[src/rtl/adder_arbiter_pkg.sv]
// -----------------------------------------------------------------------------
// adder_arbiter_pkg
// Shared definitions for the adder arbiter slice: default geometry, the
// sequencer state encoding and the signed-overflow helper used by add32.
// No ports (package).
// -----------------------------------------------------------------------------
package adder_arbiter_pkg;

   localparam int DEF_NREQ  = 4;
   localparam int DEF_WIDTH = 32;
   localparam int DEF_IDW   = 2;

   typedef enum logic [1:0] {
      IDLE = 2'd0,
      ADD  = 2'd1,
      DONE = 2'd2
   } state_t;

   // Two's-complement overflow: both operands share a sign and the sum's sign differs.
   function automatic logic signed_overflow(input logic a_msb,
                                            input logic b_msb,
                                            input logic sum_msb);
      return (a_msb == b_msb) && (sum_msb != a_msb);
   endfunction

endpackage

[src/rtl/adder_arbiter_if.sv]
// -----------------------------------------------------------------------------
// adder_arbiter_if
// Bundles the requester-side valid/ready operand bus and the consumer-side
// valid/ready result bus of the adder arbiter.
//   req_valid  [NREQ]       requester i presents an operand pair
//   req_ready  [NREQ]       one-hot (or zero) acceptance
//   req_a/req_b[NREQ*WIDTH] operands, requester i at [i*WIDTH +: WIDTH]
//   resp_valid/resp_ready   result handshake
//   resp_id    [IDW]        owning requester index
//   resp_sum   [WIDTH]      a+b mod 2^WIDTH
//   resp_cout, resp_overf   carry out, signed overflow
// Modports: master = requesters + consumer, slave = arbiter.
// -----------------------------------------------------------------------------
interface adder_arbiter_if
   import adder_arbiter_pkg::*;
#(
   parameter int NREQ  = DEF_NREQ,
   parameter int WIDTH = DEF_WIDTH,
   parameter int IDW   = DEF_IDW
) ();

   logic [NREQ-1:0]       req_valid;
   logic [NREQ-1:0]       req_ready;
   logic [NREQ*WIDTH-1:0] req_a;
   logic [NREQ*WIDTH-1:0] req_b;
   logic                  resp_valid;
   logic                  resp_ready;
   logic [IDW-1:0]        resp_id;
   logic [WIDTH-1:0]      resp_sum;
   logic                  resp_cout;
   logic                  resp_overf;

   modport master (
      output req_valid, req_a, req_b, resp_ready,
      input  req_ready, resp_valid, resp_id, resp_sum, resp_cout, resp_overf
   );

   modport slave (
      input  req_valid, req_a, req_b, resp_ready,
      output req_ready, resp_valid, resp_id, resp_sum, resp_cout, resp_overf
   );

endinterface

[src/rtl/adder_arbiter_add32.sv]
// -----------------------------------------------------------------------------
// add32
// WIDTH-bit ripple-carry adder built from full-adder cells, carry-in 0.
//   a, b   in  [WIDTH]  operands
//   sum    out [WIDTH]  a+b mod 2^WIDTH
//   cout   out 1        unsigned carry out of bit WIDTH-1
//   overf  out 1        two's-complement overflow
// -----------------------------------------------------------------------------
module add32
   import adder_arbiter_pkg::*;
#(
   parameter int WIDTH = DEF_WIDTH
) (
   input  logic [WIDTH-1:0] a,
   input  logic [WIDTH-1:0] b,
   output logic [WIDTH-1:0] sum,
   output logic             cout,
   output logic             overf
);

   logic [WIDTH:0] carry_s;

   assign carry_s[0] = 1'b0;

   for (genvar i = 0; i < WIDTH; i++) begin : g_fa
      assign sum[i]       = a[i] ^ b[i] ^ carry_s[i];
      assign carry_s[i+1] = (a[i] & b[i]) | (carry_s[i] & (a[i] ^ b[i]));
   end

   assign cout  = carry_s[WIDTH];
   assign overf = signed_overflow(a[WIDTH-1], b[WIDTH-1], sum[WIDTH-1]);

endmodule

[src/rtl/adder_arbiter.sv]
// -----------------------------------------------------------------------------
// adder_arbiter
// Round-robin arbiter/sequencer sharing one ripple adder among NREQ
// requesters. IDLE grants one requester and latches its operands, ADD lets
// the adder settle from the latched operands and registers the result, DONE
// holds the tagged result until the consumer takes it.
//   clock  in  rising-edge clock
//   reset  in  synchronous active-high reset
//   bus    adder_arbiter_if.slave (operand and result handshakes)
// Only req_ready is combinational (from req_valid); all result outputs are
// registered.
// -----------------------------------------------------------------------------
module adder_arbiter
   import adder_arbiter_pkg::*;
#(
   parameter int NREQ  = DEF_NREQ,
   parameter int WIDTH = DEF_WIDTH,
   parameter int IDW   = DEF_IDW
) (
   input logic            clock,
   input logic            reset,
   adder_arbiter_if.slave bus
);

   // One extra bit so rr_ptr + offset never wraps before the mod-NREQ fold.
   localparam int RW = IDW + 1;

   state_t           state_r;
   state_t           state_nxt_s;
   logic [IDW-1:0]   rr_ptr_r;
   logic [IDW-1:0]   rr_ptr_nxt_s;
   logic [RW-1:0]    rot_sum_s [NREQ];
   logic [IDW-1:0]   rot_idx_s [NREQ];
   logic [IDW-1:0]   grant_idx_s;
   logic             any_valid_s;
   logic             accept_s;
   logic [NREQ-1:0]  req_ready_s;
   logic [WIDTH-1:0] op_a_s;
   logic [WIDTH-1:0] op_b_s;
   logic [WIDTH-1:0] a_r;
   logic [WIDTH-1:0] b_r;
   logic [WIDTH-1:0] sum_s;
   logic             cout_s;
   logic             overf_s;
   logic             resp_valid_r;
   logic [IDW-1:0]   resp_id_r;
   logic [WIDTH-1:0] resp_sum_r;
   logic             resp_cout_r;
   logic             resp_overf_r;

   // Search order: entry k is (rr_ptr + k) mod NREQ.
   always_comb begin
      for (int k = 0; k < NREQ; k++) begin
         rot_sum_s[k] = {1'b0, rr_ptr_r} + RW'(k);
         rot_idx_s[k] = (rot_sum_s[k] >= RW'(NREQ)) ? IDW'(rot_sum_s[k] - RW'(NREQ))
                                                    : IDW'(rot_sum_s[k]);
      end
   end

   // Priority pick: sweep from the farthest offset down so the nearest valid one wins.
   always_comb begin
      grant_idx_s = {IDW{1'b0}};
      for (int k = NREQ - 1; k >= 0; k--) begin
         grant_idx_s = bus.req_valid[rot_idx_s[k]] ? rot_idx_s[k] : grant_idx_s;
      end
   end

   assign any_valid_s  = |bus.req_valid;
   assign accept_s     = (state_r == IDLE) && any_valid_s && !reset;
   assign req_ready_s  = accept_s ? (NREQ'(1'b1) << grant_idx_s) : {NREQ{1'b0}};
   assign rr_ptr_nxt_s = (grant_idx_s == IDW'(NREQ - 1)) ? {IDW{1'b0}}
                                                         : grant_idx_s + IDW'(1'b1);

   // Operand mux: route the granted requester's slice to the operand latches.
   always_comb begin
      op_a_s = {WIDTH{1'b0}};
      op_b_s = {WIDTH{1'b0}};
      for (int k = 0; k < NREQ; k++) begin
         op_a_s = (grant_idx_s == IDW'(k)) ? bus.req_a[k*WIDTH +: WIDTH] : op_a_s;
         op_b_s = (grant_idx_s == IDW'(k)) ? bus.req_b[k*WIDTH +: WIDTH] : op_b_s;
      end
   end

   add32 #(.WIDTH(WIDTH)) u_add32 (
      .a     (a_r),
      .b     (b_r),
      .sum   (sum_s),
      .cout  (cout_s),
      .overf (overf_s)
   );

   // Sequencer state register.
   always_ff @(posedge clock) begin
      if (reset) begin
         state_r <= IDLE;
      end else begin
         state_r <= state_nxt_s;
      end
   end

   // Sequencer next-state decode.
   always_comb begin
      state_nxt_s = state_r;
      case (state_r)
         IDLE:    state_nxt_s = accept_s ? ADD : IDLE;
         ADD:     state_nxt_s = DONE;
         DONE:    state_nxt_s = bus.resp_ready ? IDLE : DONE;
         default: state_nxt_s = IDLE;
      endcase
   end

   // Operand latches, round-robin pointer and registered result.
   always_ff @(posedge clock) begin
      if (reset) begin
         a_r          <= {WIDTH{1'b0}};
         b_r          <= {WIDTH{1'b0}};
         rr_ptr_r     <= {IDW{1'b0}};
         resp_valid_r <= 1'b0;
         resp_id_r    <= {IDW{1'b0}};
         resp_sum_r   <= {WIDTH{1'b0}};
         resp_cout_r  <= 1'b0;
         resp_overf_r <= 1'b0;
      end else begin
         if (accept_s) begin
            a_r       <= op_a_s;
            b_r       <= op_b_s;
            resp_id_r <= grant_idx_s;
            rr_ptr_r  <= rr_ptr_nxt_s;
         end
         if (state_r == ADD) begin
            resp_sum_r   <= sum_s;
            resp_cout_r  <= cout_s;
            resp_overf_r <= overf_s;
         end
         // Registered copy of "next state is DONE" keeps resp_ready off the resp_valid path.
         resp_valid_r <= (state_nxt_s == DONE);
      end
   end

   assign bus.req_ready  = req_ready_s;
   assign bus.resp_valid = resp_valid_r;
   assign bus.resp_id    = resp_id_r;
   assign bus.resp_sum   = resp_sum_r;
   assign bus.resp_cout  = resp_cout_r;
   assign bus.resp_overf = resp_overf_r;

endmodule

[src/flat_wrapper.sv]
// flat-port wrapper written by rule: the top's interface ports become plain ports
module adder_arbiter_flat import adder_arbiter_pkg::*;
#(
   parameter int NREQ  = DEF_NREQ,
   parameter int WIDTH = DEF_WIDTH,
   parameter int IDW   = DEF_IDW
)
  (clock, reset, bus_req_valid, bus_req_a, bus_req_b, bus_resp_ready, bus_req_ready, bus_resp_valid, bus_resp_id, bus_resp_sum, bus_resp_cout, bus_resp_overf);
  adder_arbiter_if #(.NREQ(NREQ), .WIDTH(WIDTH), .IDW(IDW)) bus_i ();
  input logic clock;
  input logic reset;
  input wire logic [$bits(bus_i.req_valid)-1:0] bus_req_valid;
  input wire logic [$bits(bus_i.req_a)-1:0] bus_req_a;
  input wire logic [$bits(bus_i.req_b)-1:0] bus_req_b;
  input wire logic [$bits(bus_i.resp_ready)-1:0] bus_resp_ready;
  output wire logic [$bits(bus_i.req_ready)-1:0] bus_req_ready;
  output wire logic [$bits(bus_i.resp_valid)-1:0] bus_resp_valid;
  output wire logic [$bits(bus_i.resp_id)-1:0] bus_resp_id;
  output wire logic [$bits(bus_i.resp_sum)-1:0] bus_resp_sum;
  output wire logic [$bits(bus_i.resp_cout)-1:0] bus_resp_cout;
  output wire logic [$bits(bus_i.resp_overf)-1:0] bus_resp_overf;
  assign bus_i.req_valid = bus_req_valid;
  assign bus_i.req_a = bus_req_a;
  assign bus_i.req_b = bus_req_b;
  assign bus_i.resp_ready = bus_resp_ready;
  assign bus_req_ready = bus_i.req_ready;
  assign bus_resp_valid = bus_i.resp_valid;
  assign bus_resp_id = bus_i.resp_id;
  assign bus_resp_sum = bus_i.resp_sum;
  assign bus_resp_cout = bus_i.resp_cout;
  assign bus_resp_overf = bus_i.resp_overf;
  adder_arbiter #(.NREQ(NREQ), .WIDTH(WIDTH), .IDW(IDW)) u_core (.clock(clock), .reset(reset), .bus(bus_i));
endmodule
[config.mk]
export PLATFORM = sky130hd
export DESIGN_NAME = adder_arbiter_flat
export DESIGN_NICKNAME = d
export VERILOG_FILES = /design/src/rtl/adder_arbiter_pkg.sv /design/src/rtl/adder_arbiter_if.sv /design/src/rtl/adder_arbiter_add32.sv /design/src/rtl/adder_arbiter.sv /design/src/flat_wrapper.sv
export SDC_FILE = /design/constraint.sdc
export NUM_CORES = 1
export LEC_CHECK = 0
export BUFFER_PORTS_ARGS = -buffer_cell sky130_fd_sc_hd__buf_2
export CORE_MARGIN = 1.5
export CORE_UTILIZATION = 42
export DETAILED_ROUTE_END_ITERATION = 8
export PLACE_DENSITY = 0.77
export SLEW_MARGIN = 5
export SYNTH_ARGS = -nofsm -noshare
export SYNTH_HDL_FRONTEND = slang
export SYNTH_HIERARCHICAL = 1
export SYNTH_SLANG_ARGS = --single-unit
[constraint.sdc]
create_clock -name clock -period 12.9 [get_ports clock]
set_input_delay 1.935 -clock clock [delete_from_list [all_inputs] [get_ports clock]]
set_output_delay 1.935 -clock clock [all_outputs]
set_load 0.05 [all_outputs]
==> impl_metrics.json, run 1 <==
{
  "status": "completed",
  "cp_common_cell": "fa_2",
  "timing.hold.ws_ns": 0.4512,
  "num_rows": 43,
  "cts_tree": "built",
  "synth.ff_latch_count": 105,
  "start_util_pct": 43.57,
  "synthesis.area_um2": 6118,
  "wl_per_cell_um": 15.46,
  "p_clk_share_pct": 26.1,
  "yosys.cell_types.count": 28,
  "synthAdderAreaFrac_pct": 11.37,
  "synth_top_family_by_area": "compound AO/OA/AOI/OAI gates",
  "endpoint_kind": "flop",
  "vias_per_cell": 5.454,
  "critPathArrivalTime_ns": 12.76,
  "wirelength_um": 18290,
  "dieHeight_um": 123.7,
  "cts_max_level": 3,
  "dpl.hpwl_um": 13070,
  "nNetsFinal": 1298,
  "io_pins": 304,
  "drc": 0,
  "syn_nets": 1054,
  "period_needed_ns": 12.49,
  "root_buffer": "clkbuf_16",
  "p_seq_share_pct": 38.6,
  "cellPowerDensity_nw_per_um2": 125.8,
  "place.port_buffers": 303,
  "die_x_um": 123.7,
  "clock_path_buffers": 2,
  "finalCritPeriodShare_pct": 96.86,
  "core-area_um2": 14040,
  "comb_power_share_pct": 35.3,
  "hold_viol": 0,
  "fin_ws_ns": 0.4055,
  "vias": 6452,
  "antenna_found_initial": 0,
  "hold_path_class": "flop to flop",
  "fin_skew_ns": 0.009483,
  "yosys.area_share.simple_pct": 14.95,
  "grt_pass1_vias": 5677,
  "worst_ep_required_time_ns": 13.16,
  "multiInputGateArea_um2": 3512,
  "slew_headroom_pct": 28.66,
  "drt_iter0_drc": 355,
  "power_switching_w": 0.0003592,
  "setup-violations-final": 0,
  "clock_sinks": 105,
  "crit_fanout": 2,
  "grt_use_total_pct": 22.78,
  "swShare_pct": 35.72,
  "ys_seq_area_share_pct": 34.36,
  "die_area_um2": 15300,
  "place.gp.congestion": 0.7853,
  "cpPeakStageDelay_ns": 0.44,
  "grt_max_degree": 105,
  "tightest_slew_ns": 1.070,
  "maxCapViolCount": 0,
  "slew_violations": 0,
  "crit_type": "flop to flop",
  "critPathBufInv": 3,
  "max_freq_ghz": 0.08004,
  "post-cts-setup-buffers": 0,
  "cts_buffers": 9,
  "regArea_um2": 2102,
  "rsz0062_at_grt": "false",
  "drive_above_1_share_pct": 35.19,
  "n_fill_cell": 1323,
  "p_leak_nw": 3.783,
  "path_clk_slew_ns": 0.07,
  "synth-xor-area-share_pct": 0.1431,
  "grt_pass1_wl_um": 27390,
  "overflow": 0,
  "dr.pass1.iters": 5,
  "synth_compound_area_share_pct": 29.43,
  "crit_slowest_cell": "fa_1",
  "crit_family": "adder cells",
  "ys.warnings.count": 6,
  "dp_slack_ns": -0.3695,
  "clk-insertion-delay-late_ns": 0.34,
  "peakVddDrop_mv": 0.06466,
  "diodes": 0,
  "syn_area_per_cell_um2": 8.115,
  "area_growth_pct": 30.67,
  "netlist_instances": 754,
  "critPathLaunchType": "flop",
  "ant_nets": 0,
  "synth_mux_area_share_pct": 0,
  "intPower_w": 0.0006464
}
## timing repair
item	4_1_cts	5_1_grt
hold buffers	0	0
pin swaps	0	3
setup endpoints to repair	2	2
gates resized for setup	8	11
## layout by cell type (no fill, tap or decap), drive strengths merged
cell      synthesis  layout
a211oi            1       1
a21o              1       1
a21oi           102     102
a221o            64      64
a221oi           64      64
a32o              1       1
and2              4       4
buf              12     309
clkbuf           64      11
clkinv            0       3
clkinvlp          0       1
dfxtp           105     105
fa               31      31
ha                6       6
inv              80      81
nand2            70      70
nand2b            1       1
nand3             1       1
nor2             71      71
nor2b             3       3
nor3             65      65
o21ai             3       3
o221ai            1       1
o22ai             2       2
o41ai             1       1
xor2              1       1
## cells by family (layout without fill, tap and decap cells)
kind of cell	count (synthesis)	count (layout)
and+or+nand+nor	215	215
DFF	105	105
xor gates and xnor gates	1	1
buffers and inverters	156	405
adders and majority gates	37	37
AOI/OAI and AO/OA	240	240
## area by class of cell
cell class / count / area share (%)
clock buffers: 11 / 3.161
multi-input cells: 493 / 43.93
clock inverters: 5 / 0.4851
flip-flops and latches: 105 / 26.29
well taps: 180 / 2.817
repair buffers: 309 / 19.56
inverters: 80 / 3.756
## per-layer routing
layer / GRT usage [%] / up-vias / share of wire (%)
met2: 39.50 / 277 / 50
met3: 4.258 / 18 / 7.2
met1: 29.38 / 2973 / 42
met5: 0 / - / 0
li1: - / 3184 / -
met4: 5.316 / 0 / 1.1
## flip-flops by register name, indices dropped and copies added, names as in the netlist
signal                 cells
u_core/rr_ptr_r            2
u_core/bus.resp_sum       32
u_core/bus.resp_valid      1
u_core/state_r             2
u_core/a_r                32
u_core/bus.resp_cout       1
u_core/b_r                32
u_core/bus.resp_overf      1
u_core/bus.resp_id         2
## final timing paths
path	from	end	slack (ns)	cells after the start
worst max-delay path	u_core/a_r[0]	u_core/bus.resp_overf	0.41	39
worst min-delay path	u_core/bus.resp_sum[24]	u_core/bus.resp_sum[24]	0.45	2
worst max register to register	u_core/a_r[0]	u_core/bus.resp_overf	0.41	39
worst min register to register	u_core/bus.resp_sum[24]	u_core/bus.resp_sum[24]	0.45	2
## synthesized netlist by cell type
cell type | count | area share (%)
o22ai_1 | 2 | 0.20
buf_4 | 2 | 0.25
nand2_1 | 70 | 4.3
inv_1 | 79 | 4.8
a221oi_1 | 64 | 9.2
nor3_1 | 64 | 5.2
buf_1 | 7 | 0.43
nor2_1 | 71 | 4.4
o221ai_1 | 1 | 0.14
and2_1 | 4 | 0.41
fa_1 | 31 | 10
clkbuf_1 | 64 | 3.9
o21ai_0 | 3 | 0.25
nand3_1 | 1 | 0.082
xor2_1 | 1 | 0.14
a211oi_1 | 1 | 0.12
nand2b_1 | 1 | 0.10
ha_1 | 6 | 1.2
dfxtp_1 | 105 | 34
a221o_1 | 64 | 10
a21o_1 | 1 | 0.12
buf_2 | 3 | 0.25
a32o_1 | 1 | 0.16
a21oi_1 | 102 | 8.3
nor3_2 | 1 | 0.16
inv_2 | 1 | 0.061
nor2b_1 | 3 | 0.31
o41ai_4 | 1 | 0.45
## worst min-delay path: stages, from the launching register on
cell and delay [ns]:
dfxtp_1 0.31, nand2_1 0.05, a21oi_1 0.05
## power groups by stage
stage | combinational [W] | sequential (W) | clock, W
after floorplan | 0.000212 | 0.000429 | 0
after global placement | 0.000347 | 0.000393 | 0
after detailed placement | 0.000351 | 0.000396 | 0
after CTS | 0.000353 | 0.000389 | 0.000269
after global routing | 0.000391 | 0.000394 | 0.000283
final | 0.000355 | 0.000389 | 0.000262
## stage by stage
| step | area [um^2] | setup TNS [ns] | util, % | power (W) | std cells |
|---|---|---|---|---|---|
| 3_5_place_dp | 7656 | -0.5441 | 54.52 | 0.0007463 | 1167 |
| 4_1_cts | 7968 | 0 | 56.74 | 0.001011 | 1183 |
| 3_3_place_gp | 7656 | -0.3249 | 54.52 | 0.0007408 | 1167 |
| 2_1_floorplan | 6118 | 0 | - | 0.0006406 | 754 |
| 6_report | 7995 | 0 | 56.94 | 0.001006 | 1183 |
| 5_1_grt | 7995 | 0 | 56.94 | 0.001068 | 1183 |
No activity file was read; power rests on OpenSTA's default activity.
==> run 2, diff against run 1 <==
--- a/config.mk
+++ b/config.mk
@@ -5,11 +5,13 @@
 export SDC_FILE = /design/constraint.sdc
 export NUM_CORES = 1
 export LEC_CHECK = 0
+export ABC_AREA = 1
 export BUFFER_PORTS_ARGS = -buffer_cell sky130_fd_sc_hd__buf_2
 export CORE_MARGIN = 1.5
-export CORE_UTILIZATION = 42
+export CORE_UTILIZATION = 44
 export DETAILED_ROUTE_END_ITERATION = 8
-export PLACE_DENSITY = 0.77
+export MAX_ROUTING_LAYER = met4
+export PLACE_DENSITY = 0.78
 export SLEW_MARGIN = 5
 export SYNTH_ARGS = -nofsm -noshare
 export SYNTH_HDL_FRONTEND = slang
==> run 2 against run 1 <==
Compared with the run above: die area rose by 6.1%; sequential power up 5.1%; critical path depth unchanged; critical endpoint unchanged; largest cell class unchanged; highest routed layer unchanged.
==> impl_metrics.json, run 2 <==
{
  "status": "completed",
  "cts_tree": "built",
  "tns_ns": 0,
  "synth.ff_latch_count": 105,
  "p_leak_nw": 4.447,
  "clock_sinks": 105,
  "die_x_um": 127.4,
  "endpoint_kind": "flop",
  "path_clk_slew_ns": 0.06,
  "drc": 0,
  "timing.hold.ws_ns": 0.5022,
  "ys.warnings.count": 6,
  "power_w": 0.001318,
  "drt_iter0_drc": 425,
  "nNetsFinal": 1469,
  "synth.top_cells.by_count": "nand2_1 (213), dfxtp_1 (105), o211ai_1 (92), inv_1 (78), nor2_1 (76)",
  "start_util_pct": 44.96,
  "grt_use_total_pct": 24.23,
  "slew_headroom_pct": 18.89,
  "cpPeakStageDelay_ns": 0.45,
  "num_rows": 45,
  "layout_common_cells": "buf_2 (303), nand2_1 (213), dfxtp_1 (105)",
  "yosys.cell_types.count": 25,
  "wirelength_um": 19530,
  "synth_flop_cell": "dfxtp_1",
  "fin_ws_ns": 0.4183,
  "clock_path_buffers": 2,
  "vias_per_cell": 5.134,
  "synth_edf_count": 0,
  "setup-violations-final": 0,
  "maxCapViolCount": 0,
  "io_pins": 304,
  "dpl.hpwl_um": 13890,
  "yosysMostFrequentCell": "nand2_1",
  "overflow": 0,
  "place.gp.congestion": 0.8309,
  "synth_top_area_share_pct": 30.87,
  "grt_max_degree": 101,
  "dr.pass1.iters": 4,
  "crit_slowest_cell": "fa_1",
  "slew_violations": 0,
  "grt_pass1_vias": 6466,
  "fin_skew_ns": 0.004924,
  "finalCritPeriodShare_pct": 96.76,
  "post-cts-setup-buffers": 0,
  "root_buffer": "clkbuf_16",
  "syn_nets": 1215,
  "vias": 6992,
  "hold_path_class": "flop to flop",
  "drive_above_1_share_pct": 35.52,
  "yosys-top-cells-area": "dfxtp_1 (31%), nand2_1 (12%), o211ai_1 (10%)",
  "peakVddDrop_mv": 0.07182,
  "async_flop_share_pct": 0,
  "hold_viol": 0,
  "critPathArrivalTime_ns": 12.72,
  "syn_area_per_cell_um2": 7.443,
  "ys_seq_area_share_pct": 30.87,
  "wl_per_cell_um": 14.34,
  "die_area_um2": 16230,
  "crit_fanout": 3,
  "clk-insertion-delay-late_ns": 0.35,
  "ant_nets": 0,
  "tightest_slew_ns": 1.217,
  "place.port_buffers": 303,
  "yosysTopAreaCell": "dfxtp_1",
  "netlist_instances": 915,
  "cts_buffers": 9,
  "period_needed_ns": 12.48,
  "area_growth_pct": 26.35,
  "synthesis.area_um2": 6810,
  "cp_common_cell": "fa_2",
  "cellPowerDensity_nw_per_um2": 153.2,
  "crit_type": "flop to flop",
  "critPathLaunchType": "flop",
  "grt_pass1_wl_um": 30750,
  "core-area_um2": 15150,
  "cts_max_level": 3,
  "final_common_cell": "buf_2",
  "diodes": 0,
  "antenna_found_initial": 0,
  "dieHeight_um": 127.4,
  "dp_slack_ns": -0.3798,
  "max_freq_ghz": 0.08012,
  "worst_ep_required_time_ns": 13.14
}
## run 2: cell count changes after synthesis, moves of 64 or more
cell / previous run / this run
o211ai_1: 0 / 92
a221o_1: 64 / 0
nand2_1: 70 / 213
nand3_1: 1 / 65
nor3_1: 64 / 0
a221oi_1: 64 / 0
## run 2: cells by family (layout without fill, tap and decap cells)
family	Yosys count	count (layout)	synth area share [%]
adders and majority gates	37	37	10.21
DFF	105	105	30.87
and+or+nand+nor	370	370	23.20
buffers and inverters	168	427	11.10
AOI/OAI and AO/OA	235	235	24.62
## run 2: cell type report
cell class / instances / area [um^2]
clock buffers: 13 / 250.2
clock inverters: 3 / 40.04
fillers: 1433 / 6541
inverters: 95 / 360.3
multi-input cells: 642 / 4003
flip-flops and latches: 105 / 2102
well taps: 188 / 235.2
repair buffers: 316 / 1614
## run 2: what timing repair did
item	CTS	global route
hold endpoints to repair	0	0
hold buffers	0	0
setup endpoints to repair	2	2
cloned	0	0
resized for setup	9	8
## run 2: path summary, 6_finish.rpt
path | cells past startpoint | start | end | slack (ns)
min | 2 | u_core/b_r[16] | u_core/b_r[16] | 0.50
max reg2reg | 39 | u_core/a_r[0] | u_core/bus.resp_overf | 0.42
min reg2reg | 2 | u_core/b_r[16] | u_core/b_r[16] | 0.50
max | 39 | u_core/a_r[0] | u_core/bus.resp_overf | 0.42
## run 2: routing by layer
| layer | routed length (um) | track usage [%] | up-vias | part of all wire [%] |
|---|---|---|---|---|
| met1 | 8428 | 29.85 | 3136 | 43 |
| met4 | 342 | 8.957 | 0 | 1.8 |
| li1 | - | - | 3559 | - |
| met5 | 0 | - | - | 0 |
| met3 | 1241 | 3.643 | 22 | 6.4 |
| met2 | 9514 | 40.32 | 275 | 49 |
## run 2: where the power goes
part           switching, W  internal (W)  leakage, nW
combinational      0.000413      0.000225         3.44
sequential        0.0000374      0.000372        0.867
clock              0.000115      0.000155        0.144
## run 2: worst max-delay path: cells and delay by family (launching register included)
family	cells	cell delay [ns]
flops	1	0.32
buf+inv	3	0.19
simple gates	4	0.34
fa+ha+maj	32	11.51
## run 2: per-stage QoR
stage | util [%] | cell area (um^2) | cells
finish | 56.81 | 8605 | 1362
floorplan | - | 6810 | 915
detailed placement | 54.61 | 8272 | 1346
global placement | 54.61 | 8272 | 1346
global route | 56.81 | 8605 | 1362
CTS | 56.68 | 8584 | 1362
==> run 3, diff against run 2 <==
==> constraint.sdc (replaced) <==
create_clock -name clock -period 12.9 [get_ports clock]
set_input_delay 1.935 -clock clock [delete_from_list [all_inputs] [get_ports clock]]
set_output_delay 1.935 -clock clock [all_outputs]
set_load 0.005 [all_outputs]
==> run 3 against run 2 <==
Compared with the run above: count of clock-buffer cells in the layout decreased by 3; first-iteration DRC count increased by 6.4%; register-to-register slack about the same; clock power increased by 2%; setup slack improved by 0.0054 ns; via count increased by 0.13%; core utilization increased by 0.11 points; global-route usage increased by 0.22 points; hold slack improved by 0.0052 ns; combinational power decreased by 8.6%; clock skew increased by 0.0011 ns; highest routed layer unchanged.
==> impl_metrics.json, run 3 (same netlist as run 2, synthesis figures left out) <==
{
  "p_leak_nw": 4.451,
  "multiInputGateArea_um2": 4005,
  "ant_nets": 0,
  "crit_type": "flop to flop",
  "cp_common_cell": "fa_2",
  "antenna_found_initial": 0,
  "final_common_cell": "buf_2",
  "die_area_um2": 16230,
  "finalCritPeriodShare_pct": 96.72,
  "max_freq_ghz": 0.08015,
  "vias_per_cell": 5.140,
  "io_pins": 304,
  "cts_hold_buf": 0,
  "clk-insertion-delay-late_ns": 0.34,
  "critPathLaunchType": "flop",
  "peakVddDrop_mv": 0.09129,
  "layout_common_cells": "buf_2 (303), nand2_1 (213), dfxtp_1 (105)",
  "critPathArrivalTime_ns": 12.71,
  "place.gp.congestion": 0.8298,
  "tightest_slew_ns": 1.180,
  "period_needed_ns": 12.48,
  "clock_path_buffers": 2,
  "wirelength_um": 19620,
  "drive_above_1_share_pct": 35.86,
  "slew_headroom_pct": 21.34,
  "maxCapViolCount": 0,
  "dpl.hpwl_um": 13960,
  "setup-violations-final": 0,
  "dieHeight_um": 127.4,
  "vias": 7001,
  "cpPeakStageDelay_ns": 0.46,
  "crit_slowest_cell": "fa_1",
  "crit_fanout": 3,
  "cellPowerDensity_nw_per_um2": 147.2,
  "diodes": 0,
  "area_growth_pct": 26.58,
  "grt_pass1_vias": 6404,
  "tns_ns": 0,
  "post-route-util_pct": 56.92,
  "drt_iter0_drc": 452,
  "dr.pass1.iters": 5,
  "n_fill_cell": 1484,
  "hold_path_class": "flop to flop",
  "drc": 0,
  "place.port_buffers": 303,
  "wl_per_cell_um": 14.40,
  "fin_skew_ns": 0.006059,
  "hold_viol": 0,
  "grt_max_degree": 101,
  "overflow": 0,
  "endpoint_kind": "flop",
  "num_rows": 45,
  "cts_buffers": 9,
  "nNetsFinal": 1469,
  "rsz0062_at_grt": "false",
  "slew_violations": 0,
  "grt_pass1_wl_um": 30930,
  "regArea_um2": 2102,
  "cts_tree": "built",
  "clock_sinks": 105,
  "cts_max_level": 3,
  "root_buffer": "clkbuf_16",
  "post-cts-setup-buffers": 0,
  "status": "completed",
  "path_clk_slew_ns": 0.07,
  "start_util_pct": 44.96,
  "worst_ep_required_time_ns": 13.14,
  "core-area_um2": 15150,
  "die_x_um": 127.4,
  "grt_use_total_pct": 24.45
}
-- run 3: changes by cell type in the layout (fill, tap and decap cells not counted) --
cell	previous run	this run
clkbuf_1	3	0
inv_6	0	2
clkinvlp_4	0	1
fa_1	14	13
fa_2	17	18
-- run 3: cell type report --
type / count / area share, %
clock buffer: 10 / 2.772
clock inverter: 6 / 0.7547
inverter: 95 / 4.180
multi-input combinational: 642 / 46.46
sequential: 105 / 24.38
tap: 188 / 2.729
timing repair buffer: 316 / 18.72
-- run 3: worst max-delay path, delay by kind of cell (launching register included) --
kind	cells	cell delay, ns
simple gates	4	0.34
buf+inv	3	0.21
flops	1	0.32
fa+ha+maj	32	11.48
-- run 3: power breakdown --
part           switching [W]  total (W)  internal [W]
sequential         0.0000376   0.000409      0.000372
combinational       0.000359   0.000583      0.000225
clock               0.000120   0.000276      0.000156
total               0.000516    0.00127      0.000753
-- run 3: repair_timing --
| action | in CTS | in global routing |
|---|---|---|
| resized for setup | 9 | 9 |
| pin swaps | 0 | 1 |
| endpoints found under the setup margin | 3 | 2 |
-- run 3: final timing paths --
kind,cells past startpoint,slack (ns),to,from
setup / recovery,39,0.42,u_core/bus.resp_overf,u_core/a_r[0]
hold / removal,2,0.51,u_core/b_r[16],u_core/b_r[16]
setup reg to reg,39,0.42,u_core/bus.resp_overf,u_core/a_r[0]
hold reg to reg,2,0.51,u_core/b_r[16],u_core/b_r[16]
-- run 3: through the flow --
stage / hold slack [ns] / cells / total power [W] / cell area, um^2 / setup WS (ns)
after floorplan: 0.4636 / 915 / 0.0008445 / 6810 / 0.3070
after global routing: 0.5363 / 1362 / 0.001371 / 8621 / 0.02169
after CTS: 0.5104 / 1362 / 0.001276 / 8598 / 0.01599
final: 0.5074 / 1362 / 0.001269 / 8621 / 0.4237
after detailed placement: 0.4896 / 1346 / 0.0009925 / 8272 / -0.4128
after global placement: 0.4852 / 1346 / 0.0009782 / 8272 / -0.2050
-- run 3: metal layers --
metal  routed length (um)  global-route usage, %  up-vias
li1                     -                      -     3554
met1                 8423                  29.19     3152
met2                 9773                  42.80      279
met3                 1220                  4.104       16
met4                  201                  6.283        0
met5                    0                      -        -
